<file path="config.mk">
export PLATFORM = sky130hd
export DESIGN_NAME = csi_header_decoder
export DESIGN_NICKNAME = d
export VERILOG_FILES = /design/src/rtl/csi_pkg.sv /design/src/rtl/csi_ecc_correct.sv /design/src/rtl/csi_header_decoder.sv
export SDC_FILE = /design/constraint.sdc
export NUM_CORES = 1
export LEC_CHECK = 0
export ABC_CLOCK_PERIOD_IN_PS = 5400
export CORE_UTILIZATION = 28
export CTS_CLUSTER_DIAMETER = 120
export DETAILED_ROUTE_END_ITERATION = 16
export PLACE_DENSITY = 0.44
export SLEW_MARGIN = 20
export SYNTH_ARGS = -nofsm -noshare
export SYNTH_HDL_FRONTEND = slang
export SYNTH_SLANG_ARGS = --single-unit
</file>
<file path="constraint.sdc">
create_clock -name clock -period 5.4 [get_ports clock]
set_clock_uncertainty 0.2 [all_clocks]
set_input_delay 0.54 -clock clock [delete_from_list [all_inputs] [get_ports clock]]
set_output_delay 0.54 -clock clock [all_outputs]
set_load 0.05 [all_outputs]
</file>
<file path="src/rtl/csi_pkg.sv">
// Shared constants, header struct and FSM encoding for the CSI-2 packet header decoder.
// COL[i] is the syndrome a single flip of header data bit i produces.
package csi_pkg;

    localparam logic [5:0] DT_LONG_MIN = 6'h10;

    localparam logic [5:0] COL [0:23] = '{
        6'h07, 6'h0B, 6'h0D, 6'h0E, 6'h13, 6'h15, 6'h16, 6'h19,
        6'h1A, 6'h1C, 6'h23, 6'h25, 6'h26, 6'h29, 6'h2A, 6'h2C,
        6'h31, 6'h32, 6'h34, 6'h38, 6'h1F, 6'h2F, 6'h37, 6'h3B
    };

    typedef enum logic [2:0] {
        ST_IDLE, ST_H1, ST_H2, ST_H3, ST_PAYLOAD, ST_CRC
    } state_t;

    typedef struct packed {
        logic [1:0]  vc;
        logic [5:0]  dt;
        logic [15:0] wc;
    } hdr_t;

    function automatic logic [5:0] ecc_calc(input logic [23:0] d);
        logic [5:0] p;
        p = '0;
        for (int i = 0; i < 24; i++)
            if (d[i]) p = p ^ COL[i];
        return p;
    endfunction

endpackage

</file>
<file path="src/rtl/csi_ecc_correct.sv">
// Combinational CSI-2 header ECC check: fixes any single-bit error in data or ECC,
// flags everything else as uncorrectable.
module csi_ecc_correct
    import csi_pkg::*;
(
    input  logic [23:0] i_d,
    input  logic [5:0]  i_ecc,
    output logic [23:0] o_d,
    output logic        o_corrected,
    output logic        o_uncorrectable
);

    logic [5:0] w_syn;
    logic       w_hit;

    assign w_syn = i_ecc ^ ecc_calc(i_d);

    always_comb begin
        o_d             = i_d;
        w_hit           = 1'b0;
        o_corrected     = 1'b0;
        o_uncorrectable = 1'b0;
        if (w_syn != 6'h00) begin
            for (int i = 0; i < 24; i++) begin
                if (w_syn == COL[i]) begin
                    o_d[i] = ~i_d[i];
                    w_hit  = 1'b1;
                end
            end
            // A one-hot syndrome means the ECC bit itself flipped; data is fine.
            if ($onehot(w_syn)) w_hit = 1'b1;
            o_corrected     = w_hit;
            o_uncorrectable = ~w_hit;
        end
    end

endmodule

</file>
<file path="src/rtl/csi_header_decoder.sv">
// CSI-2 packet header capture/decode, payload forwarding and CRC drop.
// Pulses packet_done so the lane aligner re-hunts for the next sync.
module csi_header_decoder
    import csi_pkg::*;
#(
    parameter logic [15:0] MAX_WC = 16'hFFFF
) (
    input  logic        clock,
    input  logic        reset_n,
    input  logic [7:0]  byte_data,
    input  logic        byte_valid,
    input  logic        packet_start,
    output logic        hdr_valid,
    output logic [1:0]  hdr_vc,
    output logic [5:0]  hdr_dt,
    output logic [15:0] hdr_wc,
    output logic        hdr_corrected,
    output logic        hdr_error,
    output logic [7:0]  payload_data,
    output logic        payload_valid,
    output logic        payload_last,
    output logic        packet_done,
    output logic        pkt_abort
);

    state_t      r_state, w_state_nxt;
    logic [15:0] r_cnt, w_cnt_nxt;
    logic        r_crc, w_crc_nxt;
    logic [7:0]  r_b0, r_b1, r_b2;
    hdr_t        r_hdr;
    logic        r_corr;
    logic        r_hdr_valid, r_hdr_err, r_done, r_abort;
    logic [7:0]  r_pdata;
    logic        r_pvalid, r_plast;

    logic        w_ld_b0, w_ld_b1, w_ld_b2, w_ld_hdr;
    logic        w_hdr_valid, w_hdr_err, w_done, w_abort, w_pvalid, w_plast;

    logic [23:0] w_fix_d;
    logic        w_fix_corr, w_fix_bad;
    logic        w_long;

    csi_ecc_correct u_ecc (
        .i_d             ({r_b2, r_b1, r_b0}),
        .i_ecc           (byte_data[5:0]),
        .o_d             (w_fix_d),
        .o_corrected     (w_fix_corr),
        .o_uncorrectable (w_fix_bad)
    );

    assign w_long = (w_fix_d[5:0] >= DT_LONG_MIN);

    always_comb begin
        w_state_nxt = r_state;
        w_cnt_nxt   = r_cnt;
        w_crc_nxt   = r_crc;
        w_ld_b0     = 1'b0;
        w_ld_b1     = 1'b0;
        w_ld_b2     = 1'b0;
        w_ld_hdr    = 1'b0;
        w_hdr_valid = 1'b0;
        w_hdr_err   = 1'b0;
        w_done      = 1'b0;
        w_abort     = 1'b0;
        w_pvalid    = 1'b0;
        w_plast     = 1'b0;
        if (byte_valid) begin
            if (packet_start && r_state != ST_IDLE) begin
                // Restart header capture on this byte; the partial packet is dropped.
                w_ld_b0     = 1'b1;
                w_abort     = (r_state != ST_H1);
                w_state_nxt = ST_H1;
            end else begin
                unique case (r_state)
                    ST_IDLE: if (packet_start) begin
                        w_ld_b0     = 1'b1;
                        w_state_nxt = ST_H1;
                    end
                    ST_H1: begin
                        w_ld_b1     = 1'b1;
                        w_state_nxt = ST_H2;
                    end
                    ST_H2: begin
                        w_ld_b2     = 1'b1;
                        w_state_nxt = ST_H3;
                    end
                    ST_H3: begin
                        // WC limit only applies to long packets; short ones carry a data field.
                        if (w_fix_bad || (w_long && w_fix_d[23:8] > MAX_WC)) begin
                            w_hdr_err   = 1'b1;
                            w_done      = 1'b1;
                            w_state_nxt = ST_IDLE;
                        end else begin
                            w_ld_hdr    = 1'b1;
                            w_hdr_valid = 1'b1;
                            if (!w_long) begin
                                w_done      = 1'b1;
                                w_state_nxt = ST_IDLE;
                            end else begin
                                w_cnt_nxt   = w_fix_d[23:8];
                                w_crc_nxt   = 1'b0;
                                w_state_nxt = (w_fix_d[23:8] == 16'h0) ? ST_CRC : ST_PAYLOAD;
                            end
                        end
                    end
                    ST_PAYLOAD: begin
                        w_pvalid  = 1'b1;
                        w_cnt_nxt = r_cnt - 16'h1;
                        if (r_cnt == 16'h1) begin
                            w_plast     = 1'b1;
                            w_crc_nxt   = 1'b0;
                            w_state_nxt = ST_CRC;
                        end
                    end
                    ST_CRC: begin
                        if (r_crc) begin
                            w_done      = 1'b1;
                            w_crc_nxt   = 1'b0;
                            w_state_nxt = ST_IDLE;
                        end else begin
                            w_crc_nxt = 1'b1;
                        end
                    end
                    default: w_state_nxt = ST_IDLE;
                endcase
            end
        end
    end

    always_ff @(posedge clock or negedge reset_n) begin
        if (!reset_n) begin
            r_state     <= ST_IDLE;
            r_cnt       <= '0;
            r_crc       <= 1'b0;
            r_b0        <= '0;
            r_b1        <= '0;
            r_b2        <= '0;
            r_hdr       <= '0;
            r_corr      <= 1'b0;
            r_hdr_valid <= 1'b0;
            r_hdr_err   <= 1'b0;
            r_done      <= 1'b0;
            r_abort     <= 1'b0;
            r_pdata     <= '0;
            r_pvalid    <= 1'b0;
            r_plast     <= 1'b0;
        end else begin
            r_state     <= w_state_nxt;
            r_cnt       <= w_cnt_nxt;
            r_crc       <= w_crc_nxt;
            r_hdr_valid <= w_hdr_valid;
            r_hdr_err   <= w_hdr_err;
            r_done      <= w_done;
            r_abort     <= w_abort;
            r_pvalid    <= w_pvalid;
            r_plast     <= w_plast;
            if (w_ld_b0) r_b0 <= byte_data;
            if (w_ld_b1) r_b1 <= byte_data;
            if (w_ld_b2) r_b2 <= byte_data;
            if (w_ld_hdr) begin
                r_hdr.vc <= w_fix_d[7:6];
                r_hdr.dt <= w_fix_d[5:0];
                r_hdr.wc <= w_fix_d[23:8];
                r_corr   <= w_fix_corr;
            end
            if (w_pvalid) r_pdata <= byte_data;
        end
    end

    assign hdr_valid     = r_hdr_valid;
    assign hdr_vc        = r_hdr.vc;
    assign hdr_dt        = r_hdr.dt;
    assign hdr_wc        = r_hdr.wc;
    assign hdr_corrected = r_corr;
    assign hdr_error     = r_hdr_err;
    assign payload_data  = r_pdata;
    assign payload_valid = r_pvalid;
    assign payload_last  = r_plast;
    assign packet_done   = r_done;
    assign pkt_abort     = r_abort;

endmodule

</file>
### After elaboration in Yosys (flattened, before gate mapping)

Cells that the tools add are included.
W data, S select, Z words.

| storage, ports and cells | value |
|---|---|
| bits in registers | 83 |
| output and inout port bits | 39 |

| operators by class | value |
|---|---|
| order comparisons | 2 |
| equal/unequal tests | 38 |
| bitwise gates (word level) | 50 |
| add/subtract/negate cells | 6 |
| reduce and logical (&&, ||, !) cells | 12 |
| muxes and demuxes | 126 |

Operators with widths:

| operator | count |
|---|---|
| $mux W1 | 89 |
| $eq A6 B6 Y1 const B | 13 |
| $mux W6 | 13 |
| $not A3 Y3 | 16 |
| $eq A6 B5 Y1 const B | 7 |
| $mux W5 | 7 |
| $mux W16 | 2 |
| $pmux W16 S2 | 1 |
| $not A1 Y1 | 26 |
| $mux W24 | 1 |
| $mux W3 | 7 |
| $not A5 Y5 | 4 |
| $eq A6 B4 Y1 const B | 3 |
| $pmux W3 S6 | 1 |
| $eq A16 B1 Y1 const B | 1 |
| $gt A16 B16 Y1 const B | 1 |
| $logic_not A16 Y1 | 1 |
| $sub A16 B1 Y16 const B | 1 |
| $mux W4 | 3 |
| $ne A3 B3 Y1 const B | 3 |
| $not A2 Y3 | 3 |
| $add A1 B1 Y2 | 3 |
| $add A3 B3 Y3 | 2 |
| $eq A3 B1 Y1 const B | 2 |
| other kinds (18) | 24 |

### Depth between registers and ports, before layout

| depth | value |
|---|---|
| depth after elaboration | 82 |
| depth in mapped cells | 20 |
| depth with buffers taken out | 18 |

### By module

A second synthesis with hierarchy kept.

| unflattened totals | value |
|---|---|
| cell total of the unflattened synthesis | 500 |
| area, all modules | 5,385.2 µm² |

By module, submodules not included:

| module | times used | sequential area each (µm²) | cells each | area an instance (µm²) |
|---|---|---|---|---|
| csi_header_decoder | 1 | 2,077.0 | 324 | 3,881.2 |
| csi_ecc_correct | 1 | 0.0 | 176 | 1,503.9 |

### Worst setup path before layout

No wires, ideal clock.

| path | value |
|---|---|
| path type | flip-flop to flip-flop |
| start point | register r_b2[7] |
| end point | register r_hdr (netlist bit hdr_wc[11]) |
| period minus slack after synthesis | 4.955 ns |
| cell stages (with the launch flop) | 20 |
| setup slack | 0.445 ns |
| buffers on the path | 3 |
| data arrival time | 4.627 ns |
| cell sequence | dfrtp_1 -> clkbuf_1 -> xor2_1 -> xnor2_1 -> xnor2_1 -> xnor2_1 -> xor2_1 -> ha_1 -> clkbuf_1 -> inv_1 -> fa_1 -> inv_1 -> ha_1 -> nand2b_1 -> o21ai_0 -> a211o_1 -> or4_4 -> o31ai_2 -> buf_2 -> mux2_1 |

| on the way | value |
|---|---|
| word-level cells in the longest chain between the ends | 36 |
| elaborated cells between the ends (all ways) | 93 |

RTL lines:

| element | line | RTL |
|---|---|---|
| start, declared | csi_header_decoder.sv:29 | `logic [7:0] r_b0, r_b1, r_b2;` |
| start signal, assigned | csi_header_decoder.sv:159 | `if (w_ld_b2) r_b2 <= byte_data;` |
| $mux W6 | csi_pkg.sv:27 | `if (d[i]) p = p ^ COL[i];` |
| $xor A6 B6 Y6 | csi_ecc_correct.sv:16 | `assign w_syn = i_ecc ^ ecc_calc(i_d);` |
| $eq A6 B3 Y1 | csi_ecc_correct.sv:25 | `if (w_syn == COL[i]) begin` |
| $mux W1 (24 in a row) | csi_ecc_correct.sv:25 |  |
| $mux W1 | csi_ecc_correct.sv:31 | `if ($onehot(w_syn)) w_hit = 1'b1;` |
| $mux W1 | csi_ecc_correct.sv:23 | `if (w_syn != 6'h00) begin` |
| $not A1 Y1 | csi_ecc_correct.sv:33 | `o_uncorrectable = ~w_hit;` |
| $mux W1 | csi_ecc_correct.sv:23 |  |
| $logic_or A1 B1 Y1 | csi_header_decoder.sv:89 | `if (w_fix_bad \|\| (w_long && w_fix_d[23:8] > MAX_WC)) begin` |
| $mux W1 | csi_header_decoder.sv:89 |  |
| $mux W1 | csi_header_decoder.sv:74 | `unique case (r_state)` |
| $mux W1 | csi_header_decoder.sv:68 | `if (packet_start && r_state != ST_IDLE) begin` |
| $mux W1 | csi_header_decoder.sv:67 | `if (byte_valid) begin` |
| end, declared | csi_header_decoder.sv:30 | `hdr_t r_hdr;` |

Parallel ways exist; a longest one is shown, timed or not. The select of a mux whose other input is x is not followed.
A chain may end at the register's enable or synchronous reset.

### Final worst setup path

| path | value |
|---|---|
| start point | register r_b1[4] |
| end point | register r_cnt[2] |

| on the way | value |
|---|---|
| word-level cells in the longest chain between the ends | 54 |
| elaborated cells between the ends (all ways) | 117 |

RTL lines:

| element | line | RTL |
|---|---|---|
| start, declared | csi_header_decoder.sv:29 |  |
| start signal, assigned | csi_header_decoder.sv:158 | `if (w_ld_b1) r_b1 <= byte_data;` |
| $mux W6 | csi_pkg.sv:27 |  |
| $not A3 Y3 (no line) | n/a |  |
| $mux W6 | csi_pkg.sv:27 |  |
| $not A3 Y3 (no line) | n/a |  |
| $mux W6 | csi_pkg.sv:27 |  |
| $not A3 Y3 (no line) | n/a |  |
| $mux W6 | csi_pkg.sv:27 |  |
| $not A3 Y3 (no line) | n/a |  |
| [... 15 more ...] | n/a |  |
| $mux W1 (24 in a row) | csi_ecc_correct.sv:25 |  |
| $mux W1 | csi_ecc_correct.sv:31 |  |
| $mux W1 | csi_ecc_correct.sv:23 |  |
| $not A1 Y1 | csi_ecc_correct.sv:33 |  |
| $mux W1 | csi_ecc_correct.sv:23 |  |
| $logic_or A1 B1 Y1 | csi_header_decoder.sv:89 |  |
| $ne A2 B2 Y1 (no line) | n/a |  |
| $reduce_and A5 Y1 (no line) | n/a |  |
| end signal, assigned | csi_header_decoder.sv:149 | `r_cnt <= w_cnt_nxt;` |
| end, declared | csi_header_decoder.sv:27 | `logic [15:0] r_cnt, w_cnt_nxt;` |

Parallel ways exist; a longest one is shown, timed or not. The select of a mux whose other input is x is not followed.

==> flow_metrics.env <==
export IMPL_status="complete, no violations"
export IMPL_clkSlewWorstSetupHoldPaths_ns=0.06
export IMPL_start_kind="flop"
export IMPL_grt_use_total_pct=17.46
export IMPL_crit_family="compound AO/OA/AOI/OAI gates"
export IMPL_grt_use_met2_pct=26.06
export IMPL_cp_arrival_ns=5.03
export IMPL_synth_area_per_cell_um2=9.073
export IMPL_dr_total_vias=4649
export IMPL_syn2layout_area_growth_pct=21.98
export IMPL_synthTopCellsByArea="dfrtp_1 38%, xnor2_1 9.0%, nand2_1 6.2%"
export IMPL_die_area_um2=20040
export IMPL_netlist_area_um2=5453
export IMPL_yosys_cell_count_top_type="nand2_1"
export IMPL_worstSetupEndpointType="flop"
export IMPL_ys_flop_type="dfrtp_1"
export IMPL_grt_ovfl_total=0
export IMPL_crit_chain="xnor2_1 -> xor2_1 -> xnor2_1 -> xnor2_1 -> xor2_1 -> ha_1 -> inv_1 -> fa_1 -> inv_1 -> ha_1 -> nand2b_1 -> o21ai_0 -> a211o_1 -> or4_4 -> o31a_1 -> a21oi_4 -> a222oi_1"
export IMPL_syn_inst=601
export IMPL_synthArstFlopShare_pct=100.0
export IMPL_synth_fa_ha_area_share_pct=3.488
export IMPL_routedWlPerCell_um=18.04
export IMPL_syn_num_nets=627
export IMPL_crit_cells=17
export IMPL_crit_slowest_cell="or4_4"
export IMPL_worstSetupPathType="reg -> reg"
export IMPL_rsz0062_at_grt="no"
export IMPL_drive_above_1_share_pct=11.53
export IMPL_synth_cell_types=69
export IMPL_synthTopCellsByCount="90 x nand2_1, 83 x dfrtp_1, 56 x xnor2_1"
export IMPL_yosysTopAreaCell="dfrtp_1"
export IMPL_cts_resized=0
export IMPL_path_max_fanout=9
export IMPL_drv_slew=0
export IMPL_synth_compound_area_share_pct=15.17
export IMPL_relSlewSlack_pct=45.45
export IMPL_critPathRequiredTime_ns=5.38
export IMPL_yosysWarnings=0
export IMPL_drtAntennaViolNets=0
export IMPL_synth_mux_area_share_pct=6.953
export IMPL_met1_usage_pct=24.68
export IMPL_place_gp_congestion=0.8534
export IMPL_port_buffer_count=50
export IMPL_grt_most_used_layer="met2"
export IMPL_final_nets=680
export IMPL_clock_latency_ns=0.35
export IMPL_reg2reg_from="r_b1[4]"
export IMPL_hold_viol=0
export IMPL_tightest_slew_ns=0.8182
export IMPL_crit_top_cell="xnor2_1"
export IMPL_dpl_instance_area_um2=6337
export IMPL_viasPerCell=5.059
export IMPL_hp_class="reg -> reg"
export IMPL_fmax_mhz=197.8
export IMPL_drt_initial_drc_count=338
export IMPL_rows=50
export IMPL_reg2reg_depth=17
export IMPL_cts_made_buffers=9
export IMPL_synth_seq_cells=83
export IMPL_synth_edf_count=0
export IMPL_drt_wl_total_mm=16.58
export IMPL_fp_coreArea_um2=18890
export IMPL_ys_seq_area_share_pct=38.09
export IMPL_synth_xor_area_share_pct=13.79
export IMPL_ios=51
export IMPL_cpPeakStageDelay_ns=0.60
export IMPL_route_detailed_drc=0
export IMPL_synth_simple_area_share_pct=18.77
export IMPL_cts_root_buf="clkbuf_16"
export IMPL_grtUsageMet3_pct=4.016
export IMPL_maxCapViolCount=0
export IMPL_dr_pass1_iters=5
export IMPL_endpoint="r_cnt[2]"
export IMPL_cts_tree="yes"
export IMPL_r2r_slack_ns=0.34
export IMPL_finalSetupTns_ns=0
export IMPL_grt_pass1_wl_mm=26.36
export IMPL_reg2reg_to="r_cnt[2]"
export IMPL_antenna_found_initial=1
export IMPL_design_area_um2=6651
export IMPL_antennaDiodeCount=0
export IMPL_clockBufferDepth=2
export IMPL_fin_crit_ns=5.056
export IMPL_critPathLaunch="r_b1[4]"
export IMPL_synth_top_cell_area_share_pct=38.09
export IMPL_dieWidth_um=141.6
export IMPL_grt_pass1_vias=4562
export IMPL_htreeDepth=3
export IMPL_period_share_pct=93.62
export IMPL_synth_top_family_by_area="simple AND/OR/NAND/NOR gates"
export IMPL_setup_viol=0
export IMPL_hpwl_mm=12.58
export IMPL_cts_sinks=83
export IMPL_start_util_pct=28.86
export IMPL_grt_start_max_net_pins=56
export IMPL_path_buf_inv=2
export IMPL_die_h_um=141.6
==> what timing repair did <==
action,4_1_cts,5_1_grt
hold buffers,1,0
buffers inserted,0,0
endpoints found under the hold margin,28,0
==> how the worst min path moves through the flow <==
stage / start / end / cells past startpoint
after floorplan: reset_n / hdr_corrected / 0
after global placement: hdr_wc[10] / hdr_wc[10] / 2
after detailed placement: payload_data[3] / payload_data[3] / 2
after CTS: payload_data[7] / payload_data[7] / 2
after global routing: payload_data[5] / payload_data[5] / 2
final: hdr_wc[10] / hdr_wc[10] / 2
==> through the flow <==
step	hold slack, ns	std cells	worst slack [ns]	utilization, %
3_5_place_dp	0.2620	902	0.1335	33.54
2_1_floorplan	0.04441	601	0.4450	-
6_report	0.2796	919	0.3445	35.21
5_1_grt	0.3025	919	0.05899	35.21
4_1_cts	0.2876	919	0.3250	35.21
3_3_place_gp	0.2636	902	0.2021	33.54
==> cell type report <==
cell class / instances / area, um2
fill: 1935 / 12240
multi-input combinational: 466 / 3181
sequential: 83 / 2077
timing repair buffer: 73 / 685.7
tap: 260 / 325.3
clock buffer: 11 / 242.7
inverter: 21 / 78.83
clock inverter: 5 / 61.31
==> tightest hold or removal path: cells and delay by family (launching register included) <==
family	cells	cell delay [ns]
flip-flops	1	0.34
AO/OA/AOI/OAI	1	0.06
AND/OR/NAND/NOR	1	0.05
==> registers in the layout, summed over array words and instances, names as in the netlist, 2 cells and up <==
name          count
hdr_dt            6
hdr_vc            2
hdr_wc           16
payload_data      8
r_b0              8
r_b1              8
r_b2              8
r_cnt            16
r_state           3
==> layer usage <==
layer / routed length (um) / part of all wire (%) / vias up
met5: 0 / 0 / -
met4: 269 / 1.6 / 0
met3: 994 / 6.0 / 17
met2: 7262 / 44 / 161
met1: 8053 / 49 / 2246
li1: - / - / 2225
==> cells by family (layout without fill, tap and decap cells) <==
| kind of cell | after synthesis | after routing |
|---|---|---|
| compound gates | 121 | 121 |
| mux | 34 | 34 |
| simple gates | 217 | 217 |
| flops | 83 | 83 |
| fa+ha+maj | 14 | 14 |
| buf+inv | 52 | 110 |
| xor+xnor | 80 | 80 |
==> cell usage in the layout, fill, tap and decap left out, types with 3 or more instances in the layout <==
| cell | count |
|---|---|
| nand2_1 | 90 |
| dfrtp_1 | 83 |
| xnor2_1 | 56 |
| clkdlybuf4s50_1 | 49 |
| nor2_1 | 34 |
| nand3_1 | 29 |
| a21oi_1 | 26 |
| mux2_2 | 24 |
| buf_4 | 22 |
| inv_1 | 20 |
| xor2_1 | 19 |
| o21ai_0 | 19 |
| o21ai_1 | 14 |
| ha_1 | 12 |
| nor3_1 | 10 |
| nor4_1 | 9 |
| nand4_1 | 9 |
| and2_1 | 9 |
| clkbuf_16 | 9 |
| a31oi_1 | 8 |
| mux2_1 | 7 |
| a21o_1 | 6 |
| o221ai_1 | 6 |
| nor2b_1 | 6 |
| a211oi_1 | 5 |
| o211ai_1 | 4 |
| nand2b_1 | 4 |
| a311oi_1 | 4 |
| nor4b_1 | 3 |
| mux2i_1 | 3 |
| a211o_1 | 3 |
Power is not shown: default switching activity piles up to over one toggle a cycle in this logic, so the estimate is an artifact.
